File: src/rtl/data_mem_resp.sv
// Data memory with a posted-store buffer.
// Stores enter a FIFO of {word index, data} entries and are committed to a
// 32-bit word RAM when the pipeline is not storing, or when the buffer is
// full and a new store must make room. Loads see the youngest buffered
// value for their word, otherwise the RAM word, all combinationally.
module data_mem_resp #(
  parameter int DEPTH = 4,
  parameter int AW    = 6
) (
  input  logic                     clk,
  input  logic                     reset,
  input  logic                     MemWriteM,
  input  logic [31:0]              ALUOutM,
  input  logic [31:0]              WriteDataM,
  output logic [31:0]              ReadDataM,
  output logic [$clog2(DEPTH):0]   BufCount,
  output logic                     BufFull,
  output logic                     DrainValid
);

  localparam int PW = $clog2(DEPTH);
  localparam int CW = PW + 1;

  // Handshake: there is none toward the requester. A store is accepted in
  // the cycle MemWriteM is high, always. DrainValid marks the edge at which
  // the head entry is written into the RAM.

  logic [PW-1:0]    head;
  logic [PW-1:0]    tail;
  logic [CW-1:0]    count;
  logic [DEPTH-1:0] ent_valid;
  logic [AW-1:0]    ent_idx  [DEPTH];
  logic [31:0]      ent_data [DEPTH];
  logic [31:0]      mem      [0:(1 << AW) - 1];

  logic [AW-1:0]    word_idx;
  logic             full;
  logic             drain;
  logic             fwd_hit;
  logic [31:0]      fwd_data;
  logic [PW-1:0]    slot;
  logic             unused_addr_bits;

  assign word_idx         = ALUOutM[AW+1:2];
  assign unused_addr_bits = ^{ALUOutM[31:AW+2], ALUOutM[1:0]};

  assign full       = (count == CW'(DEPTH));
  // A full buffer drains on a store so the new entry always has a slot.
  assign drain      = (count != '0) && (!MemWriteM || full);

  assign BufCount   = count;
  assign BufFull    = full;
  assign DrainValid = drain;

  // Buffer bookkeeping: pointers, valid bits and occupancy.
  always_ff @(posedge clk or posedge reset) begin
    if (reset) begin
      head      <= '0;
      tail      <= '0;
      count     <= '0;
      ent_valid <= '0;
    end else begin
      if (drain) begin
        ent_valid[head] <= 1'b0;
        head            <= head + PW'(1);
      end
      // When full, head == tail: the set below overrides the clear above.
      if (MemWriteM) begin
        ent_valid[tail] <= 1'b1;
        tail            <= tail + PW'(1);
      end
      count <= count + CW'(MemWriteM) - CW'(drain);
    end
  end

  // Entry payload; only meaningful while the matching valid bit is set.
  always_ff @(posedge clk) begin
    if (MemWriteM) begin
      ent_idx[tail]  <= word_idx;
      ent_data[tail] <= WriteDataM;
    end
  end

  // RAM write port, owned by the drain; contents survive reset.
  always_ff @(posedge clk) begin
    if (drain) begin
      mem[ent_idx[head]] <= ent_data[head];
    end
  end

  // Forwarding search from oldest to youngest so the youngest match wins.
  always_comb begin
    fwd_hit  = 1'b0;
    fwd_data = '0;
    slot     = head;
    for (int i = 0; i < DEPTH; i++) begin
      slot = head + PW'(i);
      if (ent_valid[slot] && (ent_idx[slot] == word_idx)) begin
        fwd_hit  = 1'b1;
        fwd_data = ent_data[slot];
      end
    end
  end

  // Load path: buffered value first, RAM word otherwise.
  always_comb begin
    ReadDataM = fwd_hit ? fwd_data : mem[word_idx];
  end

endmodule

File: config.mk
export PLATFORM = sky130hd
export DESIGN_NAME = data_mem_resp
export DESIGN_NICKNAME = d
export VERILOG_FILES = /design/src/rtl/data_mem_resp.sv
export SDC_FILE = /design/constraint.sdc
export NUM_CORES = 2
export LEC_CHECK = 0
export ABC_AREA = 1
export CAP_MARGIN = 15
export CORE_ASPECT_RATIO = 1.4
export CORE_MARGIN = 1
export CORE_UTILIZATION = 60
export CTS_BUF_LIST = sky130_fd_sc_hd__clkbuf_4
export DETAILED_ROUTE_END_ITERATION = 10
export HOLD_SLACK_MARGIN = 0.15
export PLACE_DENSITY_LB_ADDON = 0.2
export RECOVER_POWER = 100
export REMOVE_ABC_BUFFERS = 1
export SETUP_SLACK_MARGIN = 0.3
export SLEW_MARGIN = 20
export SYNTH_ARGS = -nofsm -noshare
export SYNTH_HDL_FRONTEND = slang
export SYNTH_SLANG_ARGS = --single-unit
File: constraint.sdc
create_clock -name clk -period 7.6 [get_ports clk]
set_clock_uncertainty 0.2 [all_clocks]
set_input_delay 1.52 -clock clk [delete_from_list [all_inputs] [get_ports clk]]
set_output_delay 1.52 -clock clk [all_outputs]
set_load 0.02 [all_outputs]
# Word-level counts from Yosys, hierarchy flattened
# Memories as Yosys holds them, arrays and structs flattened.
# Cells that the tools add are included.
[word_totals]
word_cells = 65
reg_bits = 11
in_bits = 67
n_memories = 3
out_inout_bits = 37
ramBits = 2200
[classes]
n_eq_ne = 5
n_reduce_logical = 10
mux = 27
n_bitwise = 3
addsub = 6
magnitude_cmp = 7
[mem_list]
columns = ["memory", "depth", "word_bits", "read_ports", "rd_ports_with_merged_regs", "write_ports", "line_no", "text"]
rows = [
  ["mem", 64, 32, 1, 0, 1, "34", "logic [31:0] mem [0:(1 << AW) - 1];"],
  ["ent_data", 4, 32, 4, 0, 1, "33", "logic [31:0] ent_data [DEPTH];"],
  ["ent_idx", 4, 6, 4, 0, 1, "32", "logic [AW-1:0] ent_idx [DEPTH];"],
]
[ops]
columns = ["cell", "n"]
rows = [
  ["$mux 32", 5],
  ["$eq 6x6->1", 4],
  ["$lt 2x3->1 const B", 5],
  ["$mux 1", 14],
  ["$bmux 1 s2", 4],
  ["$mux 4", 2],
  ["$logic_and 1x1->1", 7],
  ["$add 2x1->2 const B", 2],
  ["$add 2x2->2 const B", 2],
  ["$and 4x4->4", 1],
  ["$demux 1 s2", 2],
  ["$ge 2x1->1 const B", 2],
  ["$not 4->4", 1],
  ["$or 4x4->4", 1],
  ["$add 3x1->3", 1],
  ["$eq 3x3->1 const B", 1],
  ["$reduce_bool 3->1", 1],
  ["$sub 3x1->3", 1],
  ["$logic_not 1->1", 1],
  ["$logic_or 1x1->1", 1],
]

# Logic depth before layout (Yosys ltp)
[depth]
ltp_word = 9
mapped_depth = 24
mapped_depth_nobuf = 16

# Worst setup path before layout
# Ideal clock, no wire load.
[synth_timing]
kind = "input to register"
from = "input MemWriteM"
to = "memory mem[36][0], enable pin"
setup_ns = 0.502
required_ns = 6.898
t_arrival_ns = 5.536
n_path_buf = 1
path_slack_ns = 1.362
path_stages = 5
path_cell_list = "clkbuf_1 o21bai_1 o21ai_1 nand3_1 nor4_1"
[synth_via]
elab_chain_cells = 5
[synth_lines]
columns = ["element", "line_no", "text"]
rows = [
  ["start, declared", "12", "input logic MemWriteM,"],
  ["$logic_not 1->1", "49", "assign drain = (count != '0) && (!MemWriteM || full);"],
  ["$logic_or 1x1->1", "49", ""],
  ["$logic_and 1x1->1", "49", ""],
  ["$mux 1", "86", "if (drain) begin"],
  ["$mux 1 (not written as such)", "87", "mem[ent_idx[head]] <= ent_data[head];"],
  ["end, declared", "34", ""],
]
# No other way between the ends.

# Final worst setup path
[layout_timing]
from = "register head[0]"
to = "output ReadDataM[13]"
[layout_via]
elab_chain_cells = 8
elab_cells_between_ends = 30
classes_between = "add/sub: 3; eq/ne: 4; mux: 17; reduce/logical: 4; memory: 2"
[layout_lines]
columns = ["element", "line_no", "text"]
rows = [
  ["start, declared", "28", "logic [PW-1:0] head;"],
  ["start signal, assigned", "65", "head <= head + PW'(1);"],
  ["$add 2x1->2 (tied with other cells)", "97", "slot = head + PW'(i);"],
  ["$mem_v2 4x6 (tied with other cells)", "n/a", ""],
  ["$eq 6x6->1 (tied with other cells)", "98", "if (ent_valid[slot] && (ent_idx[slot] == word_idx)) begin"],
  ["$logic_and 1x1->1 (tied with other cells)", "98", ""],
  ["$mux 32 / $mux 1 (equally long branches) (3 in a row)", "98", ""],
  ["$mux 32 (*)", "107", "ReadDataM = fwd_hit ? fwd_data : mem[word_idx];"],
  ["end, declared", "15", "output logic [31:0] ReadDataM,"],
]
# Mark *: on every way between the ends. The rest lies on a longest branch, timed or not. The select of a mux whose other input is x is not followed.

==> metrics.yaml <==
worst_hold_path:
  hold_start: "ent_valid[3]"
  hold_path_class: "flip-flop to flip-flop"
die:
  rows: 169
  core-area_um2: 151200
  dieWidth_um: 331.6
  start_util_pct: 60.37
  die_h_um: 463.5
  io_pins: 104
  die_area_um2: 153700
clocking:
  clk-insertion-delay-late_ns: 1.43
  cts_sinks: 2211
  cts_max_path_buffers: 4
  root_buffer: "clkbuf_4"
  cts_tree: "done"
  clkTransAtPathRegs_ns: 0.07
  numCtsBuffers: 487
  ctsHtreeMaxLevel: 5
sta:
  slew-limit-headroom_pct: -141.8
  fin_crit_sh_pct: 95.21
  worstMarginPinSlew_ns: 3.627
  fin_crit_ns: 7.236
  setup_viol: 0
  final-hold-violation-count: 0
  fin_setup_tns_ns: 0
  rsz0062_at_grt: "false"
  drv_slew: 3965
  max_freq_mhz: 138.2
worst_setup_path:
  cp-end-kind: "output pin"
  cpMaxStageDelayCell: "dlygate4sd3_1"
  path_cells: "inv_2 > ha_4 > buf_12 > nand3_1 > nand2_1 > nand2_1 > nand2_1 > nor2_1 > nand2_1 > buf_4 > nor2_4 > inv_4 > nand2_4 > nor2_4 > buf_12 > nand3_1 > nand2_1 > dlygate4sd3_1"
  crit_fanout: 50
  startpoint_type: "flip-flop"
  criticalPathCategory: "flip-flop to output pin"
  reg2reg_from: "BufCount[1]"
  crit_family: "buffers and inverters"
  crit_path_max_incr_delay_ns: 0.68
  worst-path-buf-inv: 6
  crit_start: "head[0]"
  required_ns: 5.88
  cp_common_cell: "nand2_1"
  crit_arrival_ns: 5.52
outcome:
  violations: "capacitance limit, slew limit"
  status: "finished, violations left"
place:
  hpwl_mm: 137.2
  port-buffer-count: 77
  place_congestion: 0.8621
  dp_cells: 9264
power:
  p_per_area_nw_per_um2: 338.3
  worst_ir_drop_vdd_uv: 458.9
  power_leakage_nw: 34.27
  power.total_w: 0.03373
drt:
  vias: 63990
  drt-wirelength-per-cell_um: 25.37
  ant_nets: 0
  firstDrtPassIters: 7
  viasPerCell: 6.332
  drc: 0
  drt_iter0_markers: 8150
  drt-total-wl_mm: 256.4
layout:
  drive_gt1_share_pct: 10.61
  area_delta_synth_final_pct: 9.225
  fin_cells: 10110
  nets: 7870
synthesis:
  syn-cell-area_um2: 91270
  synth.most_common_cell: "edfxtp_1"
  synth_ff_type: "edfxtp_1"
  yosysTopAreaCell: "edfxtp_1"
  synth_top_area_share_pct: 72.38
  postSynth.asyncResetShare_pct: 0.4975
  synth_area_leaders: "edfxtp_1 (72%), o21ai_0 (5.8%), nand2_1 (5.1%)"
  ys_ff_latch: 2211
  ys_types: 36
  synth_cells: 7593
  ys_warn_count: 0
  yosys-top-cells-count: "edfxtp_1 (2200), nand2_1 (1240), nor2_1 (1152)"
  synth_edf_count: 2200
  syn_avg_cell_area_um2: 12.02
  seq_area_frac_synth_pct: 72.68
grt:
  grt_max_degree: 219
  gr-total-overflow: 0
  grt_usage_pct: 33.01
  grt_pass1_wl_mm: 375.0
  antenna_found_initial: 6
  grt_pass1_vias: 62620
job:
  cap_viol_max_count: 122
[placed cells by master (no fill, tap or decap), drive strengths merged, types with 2 or more instances in the layout]
master         count
dlygate4sd3       67
diode              9
clkdlybuf4s50      5
clkbuf           811
nor2            1157
nand2           1244
o22ai            405
o21ai           1056
mux2i            118
inv               98
bufinv             2
nand3            597
o211ai             5
clkinv           107
dfrtp             11
xor2               5
edfxtp          2200
nor3              20
ha                10
clkinvlp          11
o21bai            14
a21oi             32
o31ai              7
a21boi             9
buf               75
o221ai            62
[area by class of cell]
cell class / instances / area, um^2
diodes: 9 / 22.52
clock buffers: 715 / 5368
clock inverters: 114 / 501.7
fillers: 10980 / 51500
inverters: 104 / 446.7
multi-input cells: 4745 / 22500
flip-flops and latches: 2211 / 66340
well taps: 1966 / 2460
repair buffers: 243 / 2048
[flip-flops by register name, indices dropped and copies added (netlist names)]
signal	count
tail	2
ent_valid	4
BufCount	3
ent_data	128
ent_idx	24
head	2
mem	2048
[cell families (layout without fill, tap and decap cells)]
group           Yosys count  count (layout)  share of synthesized area [%]
xor+xnor                  6               6                        0.05758
compound gates         1590            1590                          9.625
fa+ha+maj                11              11                         0.1590
other cells               0               9                              0
simple gates           3020            3020                          13.34
flops                  2211            2211                          72.68
buf+inv                 637            1176                          2.840
mux                     118             118                          1.294
[worst register-to-register path, cell delays in order (launching register included)]
cell and delay [ns]:
dfrtp_1 0.44, inv_1 0.11, nand2_1 0.08, o21ai_0 1.22
nand3_1 0.74, nor2_1 2.49, clkbuf_1 1.08
[stage by stage]
step | instance area, um^2 | hold WS, ns | setup WS (ns) | utilization (%)
floorplan | 89070 | 0.2623 | -5.196 | -
global placement | 94550 | 0.2845 | 0.7165 | 62.54
detailed placement | 94550 | 0.2844 | 0.7196 | 62.54
CTS | 100500 | 0.2822 | 0.3905 | 66.47
global route | 99690 | 0.3233 | 0.1376 | 65.94
finish | 99690 | 0.3195 | 0.3642 | 65.94
[repair_timing]
action                     in CTS  in global routing
gates cloned                    0                  2
resized for setup              15                  3
setup endpoints to repair      32                 28
hold endpoints to repair       11                  0
setup buffers                   0                  0
hold buffers                    1                  0
[power by group]
group / leakage, nW / internal (W) / switching, W
clock: 3.53 / 0.00433 / 0.00437
sequential: 19.9 / 0.0171 / 0.000196
combinational: 10.8 / 0.00151 / 0.00626
[path summary, 6_finish.rpt]
| check | slack, ns | to | cells past startpoint |
|---|---|---|---|
| hold reg to reg | 0.32 | ent_valid[3] | 2 |
| min in group asynchronous | 0.93 | tail[0] | 3 |
| setup reg to reg | 0.75 | mem[4][27] | 6 |
| hold / removal | 0.32 | ent_valid[3] | 2 |
| setup / recovery | 0.36 | ReadDataM[13] | 18 |
| max in group asynchronous | 5.94 | tail[1] | 3 |
[per-layer routing]
metal / GRT usage (%) / vias up / share of wire (%)
li1: - / 28240 / -
met1: 40.78 / 30980 / 35
met2: 54.23 / 4060 / 48
met3: 6.555 / 719 / 11
met4: 19.51 / 0 / 6.1
met5: 0 / - / 0
Power figures use the tool's default switching activity.
